$ cat src/rtl/nav_pkg.sv
// Shared types and helpers for the vacuum-robot navigation controller:
// FSM states, default timing, motor-command bundle and its Moore decode.
package nav_pkg;

  typedef enum logic [2:0] {
    DESLIGADO = 3'd0,
    AVANCA    = 3'd1,
    RECUA     = 3'd2,
    GIRA_ESQ  = 3'd3,
    GIRA_DIR  = 3'd4,
    PRESO     = 3'd5
  } nav_state_e;

  localparam int DEB_CYCLES_DEF  = 16;
  localparam int BACK_CYCLES_DEF = 32;
  localparam int TURN_CYCLES_DEF = 24;

  typedef struct packed {
    logic frente;
    logic atras;
    logic gira_esq;
    logic gira_dir;
  } motor_cmd_t;

  function automatic motor_cmd_t motor_decode(input nav_state_e st);
    motor_cmd_t cmd;
    cmd = 4'b0000;
    case (st)
      AVANCA:   cmd.frente   = 1'b1;
      RECUA:    cmd.atras    = 1'b1;
      GIRA_ESQ: cmd.gira_esq = 1'b1;
      GIRA_DIR: cmd.gira_dir = 1'b1;
      default:  cmd = 4'b0000;
    endcase
    return cmd;
  endfunction

  // Escape decision: left side preferred, trapped when both sides blocked.
  function automatic nav_state_e decide(input logic le_s, input logic ld_s);
    nav_state_e st;
    if (!le_s) begin
      st = GIRA_ESQ;
    end else if (!ld_s) begin
      st = GIRA_DIR;
    end else begin
      st = PRESO;
    end
    return st;
  endfunction

endpackage

$ cat src/rtl/debounce_botao.sv
// Power button conditioning: 2-flop synchronizer, debounce counter and a
// single-cycle pulse on each accepted rising level.
module debounce_botao
  import nav_pkg::*;
#(
  parameter int DEB_CYCLES = DEB_CYCLES_DEF
) (
  input  logic clk,
  input  logic reset,
  input  logic botao,
  output logic pulso
);

  localparam int CW = (DEB_CYCLES > 1) ? $clog2(DEB_CYCLES) : 1;
  localparam logic [CW-1:0] CNT_MAX = CW'(DEB_CYCLES - 1);

  logic          sync1_r;
  logic          sync2_r;
  logic          estavel_r;
  logic          pulso_r;
  logic [CW-1:0] cnt_r;

  // Counts consecutive samples differing from the accepted level; a full run flips it.
  always_ff @(posedge clk) begin
    if (reset) begin
      sync1_r   <= 1'b0;
      sync2_r   <= 1'b0;
      estavel_r <= 1'b0;
      pulso_r   <= 1'b0;
      cnt_r     <= {CW{1'b0}};
    end else begin
      sync1_r <= botao;
      sync2_r <= sync1_r;
      pulso_r <= 1'b0;
      if (sync2_r == estavel_r) begin
        cnt_r <= {CW{1'b0}};
      end else if (cnt_r == CNT_MAX) begin
        estavel_r <= sync2_r;
        pulso_r   <= sync2_r;
        cnt_r     <= {CW{1'b0}};
      end else begin
        cnt_r <= cnt_r + 1'b1;
      end
    end
  end

  assign pulso = pulso_r;

endmodule

$ cat src/rtl/controle_navegacao.sv
// Motion controller: registered power state, battery cutoff and an
// obstacle-avoidance FSM sequencing reverse/turn manoeuvres.
module controle_navegacao
  import nav_pkg::*;
#(
  parameter int DEB_CYCLES  = DEB_CYCLES_DEF,
  parameter int BACK_CYCLES = BACK_CYCLES_DEF,
  parameter int TURN_CYCLES = TURN_CYCLES_DEF
) (
  input  logic clk,
  input  logic reset,
  input  logic botao,
  input  logic bateria,
  input  logic F,
  input  logic T,
  input  logic LE,
  input  logic LD,
  output logic Frente,
  output logic Atras,
  output logic GiraEsq,
  output logic GiraDir,
  output logic ligado,
  output logic ERRO
);

  localparam int MAXC = (BACK_CYCLES > TURN_CYCLES) ? BACK_CYCLES : TURN_CYCLES;
  localparam int CW   = (MAXC > 1) ? $clog2(MAXC) : 1;
  localparam logic [CW-1:0] BACK_END = CW'(BACK_CYCLES - 1);
  localparam logic [CW-1:0] TURN_END = CW'(TURN_CYCLES - 1);

  logic [4:0]    sens1_r;
  logic [4:0]    sens2_r;
  logic          bateria_s, f_s, t_s, le_s, ld_s;
  logic          pulso_s;
  nav_state_e    state_r;
  nav_state_e    motion_s;
  nav_state_e    state_s;
  logic [CW-1:0] cnt_r;
  logic [CW-1:0] cnt_s;
  motor_cmd_t    cmd_r;
  logic          ligado_r;
  logic          erro_r;

  debounce_botao #(.DEB_CYCLES(DEB_CYCLES)) u_debounce (
    .clk   (clk),
    .reset (reset),
    .botao (botao),
    .pulso (pulso_s)
  );

  // Two-flop synchronizers for battery and the four obstacle sensors.
  always_ff @(posedge clk) begin
    if (reset) begin
      sens1_r <= 5'b00000;
      sens2_r <= 5'b00000;
    end else begin
      sens1_r <= {bateria, F, T, LE, LD};
      sens2_r <= sens1_r;
    end
  end

  assign {bateria_s, f_s, t_s, le_s, ld_s} = sens2_r;

  // Next state: obstacle sequencing, then battery and button overrides.
  always_comb begin
    motion_s = state_r;
    case (state_r)
      AVANCA: begin
        if (!f_s) begin
          motion_s = AVANCA;
        end else if (!t_s) begin
          motion_s = RECUA;
        end else begin
          motion_s = decide(le_s, ld_s);
        end
      end
      RECUA: begin
        if (t_s || (cnt_r == BACK_END)) begin
          motion_s = decide(le_s, ld_s);
        end else begin
          motion_s = RECUA;
        end
      end
      GIRA_ESQ: begin
        if (le_s) begin
          motion_s = PRESO;
        end else if (cnt_r == TURN_END) begin
          motion_s = AVANCA;
        end else begin
          motion_s = GIRA_ESQ;
        end
      end
      GIRA_DIR: begin
        if (ld_s) begin
          motion_s = PRESO;
        end else if (cnt_r == TURN_END) begin
          motion_s = AVANCA;
        end else begin
          motion_s = GIRA_DIR;
        end
      end
      PRESO: begin
        if (!f_s && (!le_s || !ld_s)) begin
          motion_s = AVANCA;
        end else begin
          motion_s = PRESO;
        end
      end
      default: motion_s = DESLIGADO;
    endcase

    state_s = motion_s;
    if (!bateria_s) begin
      state_s = DESLIGADO;
    end else if (pulso_s) begin
      state_s = (state_r == DESLIGADO) ? AVANCA : DESLIGADO;
    end else begin
      state_s = motion_s;
    end
  end

  // Manoeuvre timer: restarts on every state entry, runs only while reversing/turning.
  always_comb begin
    cnt_s = cnt_r;
    if (state_s != state_r) begin
      cnt_s = {CW{1'b0}};
    end else if ((state_r == RECUA) || (state_r == GIRA_ESQ) || (state_r == GIRA_DIR)) begin
      cnt_s = cnt_r + 1'b1;
    end else begin
      cnt_s = cnt_r;
    end
  end

  // State, timer and outputs registered together so outputs always decode state_r.
  always_ff @(posedge clk) begin
    if (reset) begin
      state_r  <= DESLIGADO;
      cnt_r    <= {CW{1'b0}};
      cmd_r    <= 4'b0000;
      ligado_r <= 1'b0;
      erro_r   <= 1'b0;
    end else begin
      state_r  <= state_s;
      cnt_r    <= cnt_s;
      cmd_r    <= motor_decode(state_s);
      ligado_r <= (state_s != DESLIGADO);
      erro_r   <= (state_s == PRESO);
    end
  end

  assign Frente  = cmd_r.frente;
  assign Atras   = cmd_r.atras;
  assign GiraEsq = cmd_r.gira_esq;
  assign GiraDir = cmd_r.gira_dir;
  assign ligado  = ligado_r;
  assign ERRO    = erro_r;

endmodule
$ cat config.mk
export PLATFORM = sky130hd
export DESIGN_NAME = controle_navegacao
export DESIGN_NICKNAME = d
export VERILOG_FILES = /design/src/rtl/nav_pkg.sv /design/src/rtl/debounce_botao.sv /design/src/rtl/controle_navegacao.sv
export SDC_FILE = /design/constraint.sdc
export NUM_CORES = 1
export LEC_CHECK = 0
export ABC_AREA = 1
export CORE_AREA = 5 5 70 72
export DETAILED_ROUTE_END_ITERATION = 12
export DIE_AREA = 0 0 75 77
export PLACE_DENSITY = 0.56
export SLEW_MARGIN = 20
export SYNTH_ARGS = -nofsm -noshare
export SYNTH_HDL_FRONTEND = slang
export SYNTH_SLANG_ARGS = --single-unit
$ cat constraint.sdc
create_clock -name clk -period 4.1 [get_ports clk]
set_clock_uncertainty 0.1 [all_clocks]
set_input_delay 1.23 -clock clk [delete_from_list [all_inputs] [get_ports clk]]
set_output_delay 1.23 -clock clk [all_outputs]
set_load 0.01 [all_outputs]
==> impl_metrics.yaml <==
critical_path:
  crit_type: "in2reg"
  crit_required_ns: 4.16
  critPathLaunchType: "input port"
  cp.arrival_ns: 2.64
  endpoint_kind: "flop"
  critPathMaxFanout: 20
  cp_slowest_cell: "clkdlybuf4s50_1"
  cp_slowest_stage_delay_ns: 0.91
  cp_cell_sequence: "clkdlybuf4s50_1, inv_1, nand3_2, nor2_4, nand2_4, nor2_2"
power:
  powerDensity_nw_per_um2: 368
  power.total_w: 0.000626
  ir_drop_v: 0.000178
  p_leak_nw: 0.764
sta:
  fin_tns_setup_ns: 0
  maxSlewViolCount: 0
  worst_slew_pin_slew_ns: 0.682
  fmax_ghz: 0.388
  maxSlewHeadroom: 0.544
  setup_viol: 0
  hold_viol: 0
  post-route-period-util: 0.629
  rsz0062_at_grt: "false"
  period_needed_ns: 2.58
placed_design:
  placed_cells: 244
  gp_congestion: 0.747
  dpl.hpwl_um: 1690
  io_buffers: 13
cts:
  clockRootBuffer: "clkbuf_8"
  clk_pin_slew_ns: 0.06
  cts_setup_buffers: 0
  cts_resized: 0
  cts_made_buffers: 5
  cts-hold-fix-buffers: 0
  cts_tree: "built"
  cts.htree.levels: 2
  clk_latency_ns: 0.28
  cts_sinks: 32
  clock_path_buffers: 2
floorplanning:
  num_rows: 24
  die_h_um: 77
  start_util: 0.333
  dieArea_sq_um: 5780
  dieWidth_um: 75
  coreArea_sq_um: 4230
  ios: 14
final_layout:
  final_common_cell: "dfxtp_1"
  instances_no_fill: 252
  layout.cells.most_common_list: "dfxtp_1, inv_1, nor2_1"
  nFillCells: 430
  area_delta_synth_final_pct: 20.6
  num_antenna_cells: 0
  drive_above_1_share: 0.195
  final_core_util: 0.402
  nNetsFinal: 210
logic_synthesis:
  ys_seq_area_frac: 0.454
  yosysUniqueCellTypes: 25
  syn_nets: 193
  ys_warn_count: 0
  avgSynthCellArea_sq_um: 7.75
  syn_area_sq_um: 1410
  synth_seq_cells: 32
  synthCells: 182
global_routing:
  grt_pass1_wl_um: 4020
  grt_overflow_total: 0
  grt_use_total: 0.0944
  grt_pass1_vias: 926
  antenna_found_initial: 0
  grt_max_degree: 21
route:
  wl_per_cell_um: 8.74
  drcViolationCount: 0
  routed_wl_um: 2200
  drtPass1Iterations: 3
  antenna_left: 0
  vias: 1014
  viasPerCell: 4.02
  drt_iter0_drc: 84
outcome:
  status: "finished, final reports clean"
min_path:
  min_path_type: "reg2reg"
flow_run:
  maxCapViolations: 0
## cell families (layout without fill, tap and decap cells)
group / after synthesis / in the layout / synth area share
flops: 32 / 32 / 0.454
mux: 1 / 1 / 0.00798
compound gates: 10 / 10 / 0.0363
fa+ha+maj: 3 / 3 / 0.0266
xor+xnor: 5 / 5 / 0.0310
simple gates: 92 / 92 / 0.340
buf+inv: 39 / 57 / 0.105
## per-layer routing
layer  part of all wire  GRT usage  vias to the layer above
li1                   -          -                      584
met3              0.053     0.0444                        5
met1               0.49      0.111                      406
met2               0.43      0.130                       19
met5                  0          0                        -
met4              0.024     0.0694                        0
## cell usage after synthesis
| master | instances | area share |
|---|---|---|
| nand3_2 | 4 | 0.028 |
| nand2_2 | 6 | 0.027 |
| a31oi_1 | 1 | 0.0044 |
| xnor2_1 | 2 | 0.012 |
| o21ai_1 | 2 | 0.0071 |
| clkbuf_1 | 2 | 0.0053 |
| mux2_2 | 1 | 0.0080 |
| nand2_1 | 22 | 0.059 |
| ha_1 | 3 | 0.027 |
| a21oi_1 | 5 | 0.018 |
| nor2_4 | 3 | 0.024 |
| nor2_1 | 29 | 0.077 |
| nand4_1 | 3 | 0.013 |
| nand2_4 | 3 | 0.024 |
| nor3_1 | 3 | 0.011 |
| dfxtp_1 | 32 | 0.45 |
| inv_2 | 6 | 0.016 |
| nor2_2 | 7 | 0.031 |
| or3b_2 | 1 | 0.0062 |
| or2_2 | 1 | 0.0044 |
| inv_1 | 30 | 0.080 |
| nand3_1 | 10 | 0.035 |
| buf_2 | 1 | 0.0035 |
| o21ai_0 | 2 | 0.0071 |
| xor2_1 | 3 | 0.019 |
## critical path: cells and delay by family
family | cells | cell delay, ns
buffers and inverters | 2 | 1.09
and+or+nand+nor | 4 | 0.32
## sequential cells by signal, indices dropped and copies added, names as in the netlist
name and count:
cnt_r 5, sens1_r 5, sens2_r 5, u_debounce.cnt_r 4, state_r 3, Atras 1
ERRO 1, Frente 1, GiraDir 1, GiraEsq 1, ligado 1, u_debounce.estavel_r 1
u_debounce.pulso 1, u_debounce.sync1_r 1, u_debounce.sync2_r 1
## final timing paths
check	from	end	slack, ns	cells after the start
worst max-delay path	reset	cnt_r[3]	1.52	6
worst min-delay path	sens1_r[2]	sens2_r[2]	0.30	2
worst max register to register	cnt_r[0]	cnt_r[3]	2.16	15
worst min register to register	sens1_r[2]	sens2_r[2]	0.30	2
## power breakdown
group	internal (W)	switching, W	total [W]
combinational	0.0000107	0.0000111	0.0000219
sequential	0.000317	0.00000300	0.000320
clock	0.000180	0.000105	0.000285
## stage by stage
step	hold WS (ns)	worst slack, ns	instance area, sq um
2_1_floorplan	0.288	2.03	1410
3_3_place_gp	0.292	1.23	1590
3_5_place_dp	0.292	1.21	1590
4_1_cts	0.300	1.50	1700
5_1_grt	0.321	1.38	1700
6_report	0.301	1.52	1700
## area by class of cell
type	instances	area, sq um	area share
tap	52	65.1	0.0382
timing repair buffer	13	130	0.0765
clock inverter	2	35.0	0.0206
multi-input combinational	111	623	0.366
sequential	32	641	0.376
clock buffer	6	72.6	0.0426
inverter	36	135	0.0794
Power figures use the tool's default switching activity.
